--- config.mk ---
export PLATFORM = sky130hd
export DESIGN_NAME = stack_alu_ctrl
export DESIGN_NICKNAME = d
export VERILOG_FILES = /design/src/rtl/stack_alu_ctrl.sv
export SDC_FILE = /design/constraint.sdc
export NUM_CORES = 1
export LEC_CHECK = 0
export ABC_AREA = 1
export BUFFER_PORTS_ARGS = -buffer_cell sky130_fd_sc_hd__buf_2
export CAP_MARGIN = 10
export CORE_MARGIN = 4
export CORE_UTILIZATION = 54
export DETAILED_ROUTE_END_ITERATION = 10
export PLACE_DENSITY = 0.77
export SLEW_MARGIN = 40
export SYNTH_ARGS = -nofsm -noshare
export SYNTH_HDL_FRONTEND = slang
export SYNTH_SLANG_ARGS = --single-unit
--- constraint.sdc ---
create_clock -name clock -period 9.8 [get_ports clock]
set_clock_uncertainty 0.05 [all_clocks]
set_input_delay 0.98 -clock clock [delete_from_list [all_inputs] [get_ports clock]]
set_output_delay 0.98 -clock clock [all_outputs]
set_load 0.05 [all_outputs]
--- src/rtl/stack_alu_ctrl.sv ---
// Operand-stack controller feeding a combinational ALU.
// Accepts push/op commands, issues x/y/alpha, waits ALU_LAT, pushes z.
//
// Ports:
//   clock, reset        rising-edge clock, async active-high reset
//   cmd_valid/ready     command handshake (ready only in IDLE)
//   cmd_push            1 = push cmd_data, 0 = ALU op cmd_alpha
//   cmd_alpha/cmd_data  op code / push value
//   x, y, alpha         registered ALU operands and op select
//   z, segno            ALU result and sign flag
//   top, count          top of stack (0 when empty), entry count
//   res_segno           segno captured with last result
//   err                 0 ok,1 ovf,2 udf,3 div0,4 illegal
//   done                one-cycle completion pulse
module stack_alu_ctrl #(
  parameter int N       = 32,
  parameter int DEPTH   = 8,
  parameter int ALU_LAT = 2
) (
  input  logic                       clock,
  input  logic                       reset,
  input  logic                       cmd_valid,
  output logic                       cmd_ready,
  input  logic                       cmd_push,
  input  logic [2:0]                 cmd_alpha,
  input  logic [N-1:0]               cmd_data,
  output logic [N-1:0]               x,
  output logic [N-1:0]               y,
  output logic [2:0]                 alpha,
  input  logic [N-1:0]               z,
  input  logic                       segno,
  output logic [N-1:0]               top,
  output logic [$clog2(DEPTH+1)-1:0] count,
  output logic                       res_segno,
  output logic [2:0]                 err,
  output logic                       done
);

  localparam int CW = $clog2(DEPTH+1);
  localparam int WW = (ALU_LAT > 1) ? $clog2(ALU_LAT) : 1;

  typedef enum logic [1:0] {
    S_IDLE,
    S_WAIT,
    S_WRITE
  } state_t;

  state_t         state;
  logic [WW-1:0]  wcnt;
  logic [N-1:0]   stk [DEPTH];
  logic [N-1:0]   topv;
  logic [N-1:0]   nxtv;
  logic           is_bin;
  logic           is_xu;
  logic           is_yu;
  logic [2:0]     operr;
  logic           we;
  logic [N-1:0]   wdat;
  logic           acc;

  assign acc = cmd_valid && cmd_ready;

  always_comb begin
    topv = '0;
    nxtv = '0;
    for (int i = 0; i < DEPTH; i++) begin
      if (int'(count) == i + 1) topv = stk[i];
      if (int'(count) == i + 2) nxtv = stk[i];
    end
  end

  assign top = topv;

  always_comb begin
    is_bin = (cmd_alpha == 3'd0) ||
             (cmd_alpha == 3'd1) ||
             (cmd_alpha == 3'd6);
    is_xu  = (cmd_alpha == 3'd2) ||
             (cmd_alpha == 3'd3);
    is_yu  = (cmd_alpha == 3'd4) ||
             (cmd_alpha == 3'd5);
  end

  // Underflow outranks div-by-zero: y is only meaningful
  // once both operands exist.
  always_comb begin
    operr = 3'd0;
    if (cmd_alpha == 3'd7)
      operr = 3'd4;
    else if (is_bin && count < CW'(2))
      operr = 3'd2;
    else if (!is_bin && count == '0)
      operr = 3'd2;
    else if (cmd_alpha == 3'd6 && topv == '0)
      operr = 3'd3;
  end

  // Both write sources land at index count: a push in IDLE,
  // or the result after its operands were already popped.
  always_comb begin
    we   = 1'b0;
    wdat = cmd_data;
    if (state == S_WRITE) begin
      we   = 1'b1;
      wdat = z;
    end else if (state == S_IDLE && acc &&
                 cmd_push && count < CW'(DEPTH)) begin
      we   = 1'b1;
    end
  end

  always_ff @(posedge clock or posedge reset) begin
    if (reset) begin
      for (int i = 0; i < DEPTH; i++) stk[i] <= '0;
    end else if (we) begin
      for (int i = 0; i < DEPTH; i++)
        if (int'(count) == i) stk[i] <= wdat;
    end
  end

  always_ff @(posedge clock or posedge reset) begin
    if (reset) begin
      state     <= S_IDLE;
      cmd_ready <= 1'b1;
      wcnt      <= '0;
      count     <= '0;
      x         <= '0;
      y         <= '0;
      alpha     <= '0;
      res_segno <= 1'b0;
      err       <= '0;
      done      <= 1'b0;
    end else begin
      done <= 1'b0;
      unique case (state)
        S_IDLE: begin
          if (acc && cmd_push) begin
            done <= 1'b1;
            if (count < CW'(DEPTH)) begin
              count <= count + CW'(1);
              err   <= 3'd0;
            end else begin
              err   <= 3'd1;
            end
          end else if (acc && operr != 3'd0) begin
            done <= 1'b1;
            err  <= operr;
          end else if (acc) begin
            alpha     <= cmd_alpha;
            wcnt      <= WW'(ALU_LAT - 1);
            state     <= S_WAIT;
            cmd_ready <= 1'b0;
            unique case (1'b1)
              is_bin: begin
                x     <= nxtv;
                y     <= topv;
                count <= count - CW'(2);
              end
              is_xu: begin
                x     <= topv;
                y     <= '0;
                count <= count - CW'(1);
              end
              is_yu: begin
                x     <= '0;
                y     <= topv;
                count <= count - CW'(1);
              end
              default: ;
            endcase
          end
        end
        S_WAIT: begin
          if (wcnt == '0) state <= S_WRITE;
          else            wcnt  <= wcnt - WW'(1);
        end
        S_WRITE: begin
          count     <= count + CW'(1);
          res_segno <= segno;
          err       <= 3'd0;
          done      <= 1'b1;
          cmd_ready <= 1'b1;
          state     <= S_IDLE;
        end
        default: state <= S_IDLE;
      endcase
    end
  end

endmodule
==> results of run 1 <==
-- cell usage in the layout, fill, tap and decap left out, types with 8 or more instances in the layout --
cell type	instances
nand2_1	896
buf_4	26
o21ai_1	10
a31oi_1	45
o2111ai_1	31
o21ai_0	382
inv_1	293
o211ai_1	32
clkinv_2	13
nand4_1	17
nor2_1	86
nand3_1	147
buf_2	180
a32o_1	29
dfrtp_1	335
nor2_4	8
a21oi_1	70
clkbuf_16	39
-- power breakdown --
| group | total [mW] | internal [mW] | switching, mW |
|---|---|---|---|
| Sequential | 2.20 | 1.90 | 0.300 |
| Clock | 1.48 | 0.889 | 0.592 |
| Combinational | 3.53 | 0.891 | 2.64 |
| Total | 7.21 | 3.68 | 3.53 |
-- metal layers --
layer,global-route usage,part of all wire,vias up
li1,-,-,8594
met1,0.378,0.37,8652
met2,0.561,0.51,751
met3,0.0315,0.052,205
met4,0.180,0.063,0
met5,0,0,-
-- area by class of cell --
class | count | share of cell area
well taps | 448 | 0.0267
clock buffers | 51 | 0.0520
clock inverters | 18 | 0.00955
multi-input cells | 1789 | 0.397
inverters | 306 | 0.0552
repair buffers | 214 | 0.0581
flip-flops and latches | 336 | 0.401
-- state kept, by name, indices dropped and copies added (netlist names) --
| name | cells |
|---|---|
| state | 2 |
| cmd_ready | 1 |
| count | 4 |
| res_segno | 1 |
| stk | 256 |
| x | 32 |
| wcnt | 1 |
| alpha | 3 |
| err | 3 |
| done | 1 |
| y | 32 |
-- per-stage QoR --
step	cells	hold WS (ns)	setup WS, ns	instance area (um^2)
2_1_floorplan	2600	0.382	4.28	18500
3_3_place_gp	3090	0.400	4.13	19600
3_5_place_dp	3093	0.406	4.31	19700
4_1_cts	3162	0.423	4.30	21000
5_1_grt	3162	0.443	3.84	21000
6_report	3162	0.422	4.30	21000
-- how the worst max path moves through the flow --
stage | from | endpoint | slack, ns
3_3_place_gp | count[1] | x[4] | 4.13
5_1_grt | count[1] | alpha[1] | 3.84
6_report | count[1] | alpha[1] | 4.30
2_1_floorplan | reset | alpha[0] | 4.28
4_1_cts | count[1] | alpha[1] | 4.30
3_5_place_dp | count[1] | alpha[1] | 4.31
-- cell families (layout without fill, tap and decap cells) --
| family | after synthesis | in the layout | share of synthesized area |
|---|---|---|---|
| AND/OR/NAND/NOR | 1176 | 1176 | 0.255 |
| AO/OA/AOI/OAI | 603 | 603 | 0.185 |
| buffers and inverters | 475 | 589 | 0.0985 |
| flip-flops | 336 | 336 | 0.455 |
| adder cells (fa/ha/maj) | 7 | 7 | 0.00474 |
| XOR/XNOR | 2 | 2 | 0.000948 |
| multiplexers | 1 | 1 | 0.000542 |
-- critical path: stages, from the launching register on --
cell and delay, ns:
dfrtp_1 0.47, inv_1 0.19, ha_1 0.18, buf_4 0.37, inv_1 0.19, nor2_2 0.14, buf_4 0.38, clkinv_2 0.32
buf_6 0.33, o21ai_0 0.17, inv_1 0.05, nand2_1 0.06, nand2_1 0.06, nand2_1 0.06, nand2_1 0.05, nand2_1 0.19
nor2_1 0.10, nand3_1 0.13, nor2_1 0.10, nand3_2 0.14, nand3_2 0.13, nor3_4 0.13, buf_4 0.55, inv_4 0.43
nand2_1 0.16, o21ai_1 0.07
==> metrics.csv, run 1 <==
stage,metric,value,unit
synth,Synth Flop Type,dfrtp_1,
hold_path,WHS Endpoint,err[0],
global_routing,first-pass GRT wire length,94.1,mm
pwr,Worst VDD drop,279,uV
sta,# setup viols final,0,
final_layout,final core area utilization,0.624,
clock_network,H-tree levels,2,
clock_network,Root Driver,clkbuf_16,
synth,Synth Register Bits,336,
synth,mean post-synth cell area,7.11,um^2
clock_network,"Clk Latency, worst-skew pair",0.53,ns
floorplan,Core Rows,67,
pwr,Pleak,10.2,nW
route,First DRT Iteration DRCs,1772,
route,DRC viols,0,
final_layout,multi-input logic area,8340,um^2
sta,crit path time final,5.50,ns
global_routing,initial antenna violation count,0,
synth,Yosys cell types,31,
pwr,Power Dens Cells,344,nW/um^2
floorplan,Starting Density,0.550,
sta,RSZ-0062 raised after global routing,no,
synth,"count leader, synth",nand2_1,
worst_setup_path,worst reg2reg path depth,25,
route,WL/cell,18.6,um
final_layout,Layout area overhead,13.5,%
floorplan,full die area,37200,um^2
sta,Slew Limit Fails,0,
place,GPL Wtd Cong,0.874,
floorplan,Die Ht,193,um
hold_path,worst hold path type,reg -> reg,
worst_setup_path,r2r setup slk,4.30,ns
floorplan,Die Span X,193,um
final_layout,Fillers,3012,
floorplan,# IOs,181,
sta,final number of hold-violating endpoints,0,
hold_path,worst hold start,err[0],
final_layout,Final #Nets,2764,
sta,Rel. slew slack,0.472,
synth,Syn Inst Count,2600,
floorplan,core area,33600,um^2
clock_network,clock tree sinks,336,
worst_setup_path,FF-to-FF End,alpha[1],
clock_network,CTS tree,done,
place,dpl hpwl,39.1,mm
synth,mapped cell area,18500,um^2
global_routing,Total GRT Usage,0.317,
clock_network,"CTS clk-pin slew, worst paths",0.06,ns
route,via count,18200,
synth,Post-synth top cells,"897 x nand2_1, 382 x o21ai_0, 335 x dfrtp_1",
synth,Yosys top cell by area,dfrtp_1,
sta,Max Clk Rate,182,MHz
worst_setup_path,nature of the critical path endpoint,flip-flop,
hold_path,Hold Path Cell Cnt,2,
route,ANT nets after route,0,
worst_setup_path,WP data required,10.14,ns
synth,"top cells by area, synth","dfrtp_1 45%, nand2_1 18%, o21ai_0 10%",
clock_network,Post-CTS Setup Inserts,0,
synth,Post-synth EDFFs,0,
synth,synthesized net count,2679,
synth,Synth top area share,0.454,
final_layout,layout cells sized above 1,0.115,
clock_network,CTS Buffer Depth,3,
worst_setup_path,"Max FO, Critical Path",81,
worst_setup_path,crit start category,flip-flop,
flow_run,Max Cap Violations,0,
route,drt first pass iters,6,
route,routed vias/inst,5.76,
worst_setup_path,Critical R2R Launch,count[1],
synth,post-synthesis async set-or-reset flop share,1.00,
final_layout,# diodes,0,
sta,period utilisation layout,0.562,
final_layout,Register Area,8410,um^2
worst_setup_path,CP Data Arrival Time,5.85,ns
sta,setup TNS,0,ns
clock_network,# hold bufs at CTS,0,
pwr,total power draw,7.21,mW
sta,Worst-Margin Slew,0.793,ns
route,final WL,58.8,mm
worst_setup_path,critical path class,reg -> reg,
synth,synth warn,0,
global_routing,pin count of the biggest net entering global routing,97,
global_routing,total gr overflow,0,
clock_network,CTS Buf Count,38,
global_routing,number of global-route vias before repair,18000,
clock_network,post-CTS sizing,0,
run_status,status,completed,
synth,sequential area share after synthesis,0.455,
place,IO Port Bufs,180,
Note: power is estimated with default switching activity, not from simulation.
==> run 2: changes to the inputs <==
- CORE_UTILIZATION: 54 -> 60
- PLACE_DENSITY: 0.77 -> 0.81
- clock period: 9.8 -> 5.7 ns (I/O delays scaled with it)
==> run 2 against run 1 <==
Compared with the run above: worst setup slack worse by 3.0 ns; global-route usage up 2.3 points; core utilization up 7.5 points; hold slack worse by 0.32 ns; sequential power up 72%; via count up 0.76%; die area down 9.6%; largest cell class unchanged.
==> metrics.csv, run 2 (synthesis gave the netlist of run 1 again) <==
stage,metric,value,unit
run_status,status,completed,
final_layout,most frequent cells in the layout,"895 x nand2_1, 382 x o21ai_0, 335 x dfrtp_1",
flow_run,Max Cap Violations,0,
clock_network,Root Driver,clkbuf_16,
final_layout,Largest regs,"stk (256), x (32), y (32)",
route,ANT nets after route,0,
sta,Final Worst Setup Slack,1.29,ns
clock_network,CTS tree,done,
pwr,total power draw,12.3,mW
final_layout,# diodes,0,
worst_setup_path,crit-path leading delay family,simple AND/OR/NAND/NOR gates,
route,max layer used,met4,
place,GPL Wtd Cong,0.889,
hold_path,worst hold path type,in -> async,
global_routing,pin count of the biggest net entering global routing,148,
final_layout,max reg flops,256,
floorplan,Core Rows,63,
floorplan,Die Span X,183,um
final_layout,Final #Nets,2767,
sta,setup TNS,0,ns
global_routing,Total GRT Usage,0.340,
route,WL/cell,18.5,um
global_routing,initial antenna violation count,0,
sta,Worst-Margin Slew,0.776,ns
clock_network,clock tree sinks,336,
route,drt first pass iters,8,
worst_setup_path,CP max stage delay,0.52,ns
clock_network,post-CTS sizing,0,
route,M1 wire length,21.2,mm
route,Detail Route met3 WL,3.44,mm
worst_setup_path,WP data required,6.10,ns
sta,Rel. slew slack,0.483,
worst_setup_path,critical path class,reg -> reg,
route,final WL,57.3,mm
place,IO Port Bufs,180,
sta,# setup viols final,0,
route,via count,18300,
sta,RSZ-0062 raised after global routing,no,
final_layout,fin cells,3104,
sta,final number of hold-violating endpoints,0,
clock_network,"Clk Latency, worst-skew pair",0.53,ns
sta,Max Clk Rate,227,MHz
pwr,Power Dens Cells,586,nW/um^2
final_layout,layout cells sized above 1,0.113,
clock_network,"CTS clk-pin slew, worst paths",0.06,ns
floorplan,# IOs,181,
worst_setup_path,cells along the critical path,"inv_1, ha_1, buf_4, inv_1, nor2_2, inv_2, buf_12, o21ai_0, nand3b_1, nand2_1, nand2_1, nand2_1, nand2_1, nor2_1, nand3_1, nor2_1, nand3_2, nand3_2, nor3_4, inv_2, buf_4, nand2_1, nand2_1",
floorplan,Starting Density,0.615,
pwr,Worst VDD drop,375,uV
clock_network,CTS Buf Count,37,
global_routing,number of global-route vias before repair,18000,
floorplan,core area,30000,um^2
place,worst slack at placement,1.40,ns
sta,Hold WS,0.101,ns
pwr,Pleak,10.3,nW
clock_network,H-tree levels,2,
global_routing,total gr overflow,0,
place,cell area after placement,19600,um^2
worst_setup_path,WP buf/inv,7,
clock_network,Post-CTS Setup Inserts,0,
route,met2 WL,28.7,mm
route,DRC viols,0,
clock_network,CTS Buffer Depth,3,
final_layout,Layout area overhead,13.7,%
floorplan,full die area,33700,um^2
route,routed vias/inst,5.91,
final_layout,"most common cell after layout, fill and taps aside",nand2_1,
worst_setup_path,CP most frequent cell,nand2_1,
worst_setup_path,nature of the critical path endpoint,flip-flop,
place,dpl hpwl,37.9,mm
sta,crit path time final,4.41,ns
worst_setup_path,"Max FO, Critical Path",87,
sta,Slew Limit Fails,0,
clock_network,# hold bufs at CTS,0,
route,First DRT Iteration DRCs,1976,
place,placed cells,3035,
floorplan,Die Ht,183,um
global_routing,first-pass GRT wire length,93.0,mm
final_layout,final core area utilization,0.699,
final_layout,Top reg by flops,stk,
final_layout,Final Instance Area,21000,um^2
worst_setup_path,crit start category,flip-flop,
worst_setup_path,"Slowest-stage cell, CP",buf_4,
sta,period utilisation layout,0.774,
final_layout,Fillers,2510,
worst_setup_path,CP Data Arrival Time,4.82,ns
==> run 2: cell count changes in the layout (fill, tap and decap cells not counted), moves of 2 or more <==
cell and delta:
clkbuf_1 +3, buf_12 +4, buf_6 -2, clkinv_2 -8, buf_16 +3, inv_2 +3, clkbuf_16 +2, buf_8 -2
==> run 2: worst min-delay path, cell delays in order <==
cell and delay, ns:
buf_2 0.11, clkinvlp_4 0.10, buf_12 0.26
==> run 2: metal layers <==
layer / GRT usage / vias to the layer above
met1: 0.413 / 8680
met2: 0.586 / 829
met4: 0.202 / 0
met3: 0.0372 / 237
met5: 0 / -
li1: - / 8595
==> run 2: cell type report <==
class	count	area, um^2	share of cell area
clock inverter	10	131	0.00626
tap	390	488	0.0232
timing repair buffer	218	1370	0.0653
sequential	336	8410	0.400
multi-input combinational	1789	8330	0.397
inverter	306	1150	0.0549
clock buffer	55	1120	0.0531
==> run 2: worst paths after layout <==
kind                       depth (start not counted)        end  slack, ns  startpoint
setup / recovery                                  23      x[15]       1.29    count[1]
hold / removal                                     3   stk[160]       0.10       reset
setup reg to reg                                  23      x[15]       1.29    count[1]
hold reg to reg                                    1   state[1]       0.41        wcnt
max in group asynchronous                          4   stk[142]       4.61       reset
min in group clock                                 3  res_segno       0.20       segno
==> run 2: power breakdown <==
part	switching [mW]	internal, mW	leakage [nW]
clock network	0.983	1.49	0.614
registers	0.519	3.26	4.45
logic	4.49	1.55	5.21
==> run 3: changes to the inputs <==
- ABC_AREA: 1 -> 0
- clock period: 5.7 -> 4.2 ns (I/O delays scaled with it)
==> run 3 against run 2 <==
Compared with the run above: first-iteration DRC count rose by 53%; combinational power grew 80%; clock-buffer cell count down 6; wire length rose by 15%; critical path type is now reg -> out; highest routed layer unchanged.
==> metrics.csv, run 3 <==
stage,metric,value,unit
run_status,status,completed,
route,First DRT Iteration DRCs,3032,
final_layout,layout cells sized above 1,0.192,
pwr,Worst VDD drop,471,uV
final_layout,# diodes,0,
floorplan,# IOs,181,
final_layout,Top reg by flops,stk,
clock_network,Root Driver,clkbuf_16,
sta,Slew Limit Fails,0,
pwr,Pleak,9.06,nW
synth,Synth Register Bits,336,
clock_network,H-tree levels,2,
worst_setup_path,WP data required,3.73,ns
pwr,NetSw,10.3,mW
synth,Post-synth EDFFs,0,
synth,Yosys cell types,75,
clock_network,CTS tree,done,
synth,mapped cell area,17400,um^2
route,via count,17400,
global_routing,first-pass GRT wire length,99.6,mm
worst_setup_path,crit start category,flip-flop,
sta,period utilisation layout,0.991,
worst_setup_path,CP most frequent cell,buf_4,
pwr,combinational share of power,0.540,
global_routing,total gr overflow,0,
synth,Yosys top cell by area,dfrtp_1,
final_layout,max reg flops,256,
final_layout,Final #Nets,2211,
clock_network,CTS Buf Count,36,
final_layout,Layout area overhead,17.7,%
global_routing,Total GRT Usage,0.412,
synth,mean post-synth cell area,8.80,um^2
floorplan,Core Rows,61,
sta,Max Clk Rate,240,MHz
sta,Final Worst Setup Slack,0.0397,ns
place,cell area after placement,19100,um^2
pwr,Flop pwr share,0.299,
worst_setup_path,nature of the critical path endpoint,output port,
synth,Synth Flop Type,dfrtp_1,
synth,"top cells by area, synth","dfrtp_1 48%, a21oi_1 6.8%, o21ai_0 6.5%",
synth,Post-synth top cells,"335 x dfrtp_1, 274 x nand2_1, 235 x a21oi_1",
route,final WL,65.9,mm
pwr,Clock power frac,0.161,
clock_network,"Clk Latency, worst-skew pair",0.53,ns
final_layout,"most common cell after layout, fill and taps aside",dfrtp_1,
clock_network,CTS Buffer Depth,3,
sta,final number of hold-violating endpoints,0,
hold_path,worst hold path type,in -> reg,
floorplan,Starting Density,0.616,
worst_setup_path,critical path class,reg -> out,
global_routing,number of global-route vias before repair,16200,
synth,Synth top area share,0.483,
floorplan,Die Ht,178,um
synth,post-synthesis async set-or-reset flop share,1.00,
worst_setup_path,"Slowest-stage cell, CP",a21oi_1,
route,DRC viols,0,
sta,# setup viols final,0,
sta,Worst-Margin Slew,0.879,ns
place,IO Port Bufs,180,
clock_network,clock tree sinks,336,
place,dpl hpwl,45.6,mm
pwr,total power draw,20.3,mW
pwr,Int Pwr,9.94,mW
worst_setup_path,CP Data Arrival Time,3.69,ns
clock_network,"CTS clk-pin slew, worst paths",0.06,ns
floorplan,Die Span X,178,um
synth,synth warn,0,
worst_setup_path,"Max FO, Critical Path",15,
synth,"count leader, synth",dfrtp_1,
route,drt first pass iters,9,
route,routed vias/inst,6.85,
sta,Rel. slew slack,0.397,
pwr,Switching Fraction,0.510,
sta,RSZ-0062 raised after global routing,no,
synth,Syn Inst Count,1972,
final_layout,Final Instance Area,20400,um^2
floorplan,full die area,31700,um^2
worst_setup_path,cells along the critical path,"inv_1, ha_2, buf_4, nor2b_1, buf_4, a221o_1, o211ai_1, a21oi_1, buf_4, buf_2",
final_layout,most frequent cells in the layout,"335 x dfrtp_1, 269 x nand2_1, 234 x a21oi_1",
pwr,Power Dens Cells,993,nW/um^2
synth,synthesized net count,2051,
floorplan,core area,28200,um^2
final_layout,Largest regs,"stk (256), x (32), y (32)",
route,ANT nets after route,0,
synth,sequential area share after synthesis,0.485,
sta,crit path time final,4.16,ns
place,GPL Wtd Cong,1.00,
flow_run,Max Cap Violations,0,
global_routing,initial antenna violation count,0,
global_routing,pin count of the biggest net entering global routing,142,
place,worst slack at placement,0.0289,ns
worst_setup_path,CP max stage delay,0.69,ns
sta,Hold WS,0.0369,ns
route,WL/cell,26.0,um
-- run 3: what timing repair did --
| item | CTS | global route |
|---|---|---|
| hold endpoints to repair | 7 | 0 |
| resized for setup | 0 | 5 |
| buffers inserted | 0 | 1 |
| setup endpoints to repair | 0 | 64 |
| hold buffers | 1 | 0 |
-- run 3: critical path: cells and delay by family, from the launching register on --
kind | cells | cell delay, ns
compound gates | 3 | 0.99
fa+ha+maj | 1 | 0.30
buf+inv | 5 | 1.26
flops | 1 | 0.43
simple gates | 1 | 0.16
-- run 3: routing by layer --
metal	track usage	part of all wire
met4	0.152	0.043
met5	0	0
met1	0.587	0.39
met2	0.589	0.42
met3	0.139	0.15
-- run 3: cell families (layout without fill, tap and decap cells) --
| kind of cell | after synthesis | in the layout | share of synthesized area |
|---|---|---|---|
| AOI/OAI and AO/OA | 755 | 755 | 0.273 |
| and+or+nand+nor | 619 | 619 | 0.158 |
| DFF | 336 | 336 | 0.485 |
| buffers and inverters | 202 | 386 | 0.0485 |
| muxes | 49 | 49 | 0.0285 |
| adders and majority gates | 7 | 7 | 0.00505 |
| xor gates and xnor gates | 4 | 4 | 0.00202 |
-- run 3: power by group through the flow --
| stage | Combinational (mW) | Sequential (mW) | Clock, mW |
|---|---|---|---|
| after floorplan | 5.84 | 6.51 | 0 |
| after global placement | 10.2 | 5.96 | 0 |
| after detailed placement | 10.4 | 6.00 | 0 |
| after CTS | 10.5 | 5.96 | 3.26 |
| after global routing | 11.5 | 6.17 | 3.40 |
| final | 10.9 | 6.07 | 3.26 |
-- run 3: final cells by class --
cell class                      count  area [um^2]
Sequential cell                   336         8410
Clock inverter                     13          160
Fill cell                        2152         7740
Tap cell                          378          473
Timing Repair Buffer              299         1950
Clock buffer                       49         1040
Inverter                           25         97.6
Multi-Input combinational cell   1434         8290
-- run 3: final timing paths --
kind | from | slack (ns) | end | cells past startpoint
setup reg to reg | count[2] | 0.09 | x[19] | 11
hold reg to reg | x[27] | 0.42 | x[27] | 2
hold / removal | segno | 0.04 | res_segno | 3
setup / recovery | count[1] | 0.04 | top[19] | 10
min in group asynchronous | reset | 0.34 | x[6] | 3
max in group asynchronous | reset | 2.64 | stk[148] | 5
-- run 3: through the flow --
| step | utilization | instances | setup TNS, ns |
|---|---|---|---|
| 2_1_floorplan | - | 1972 | -254.82 |
| 3_3_place_gp | 0.676 | 2467 | 0 |
| 3_5_place_dp | 0.678 | 2468 | 0 |
| 4_1_cts | 0.721 | 2531 | 0 |
| 5_1_grt | 0.725 | 2534 | 0 |
| 6_report | 0.725 | 2534 | 0 |
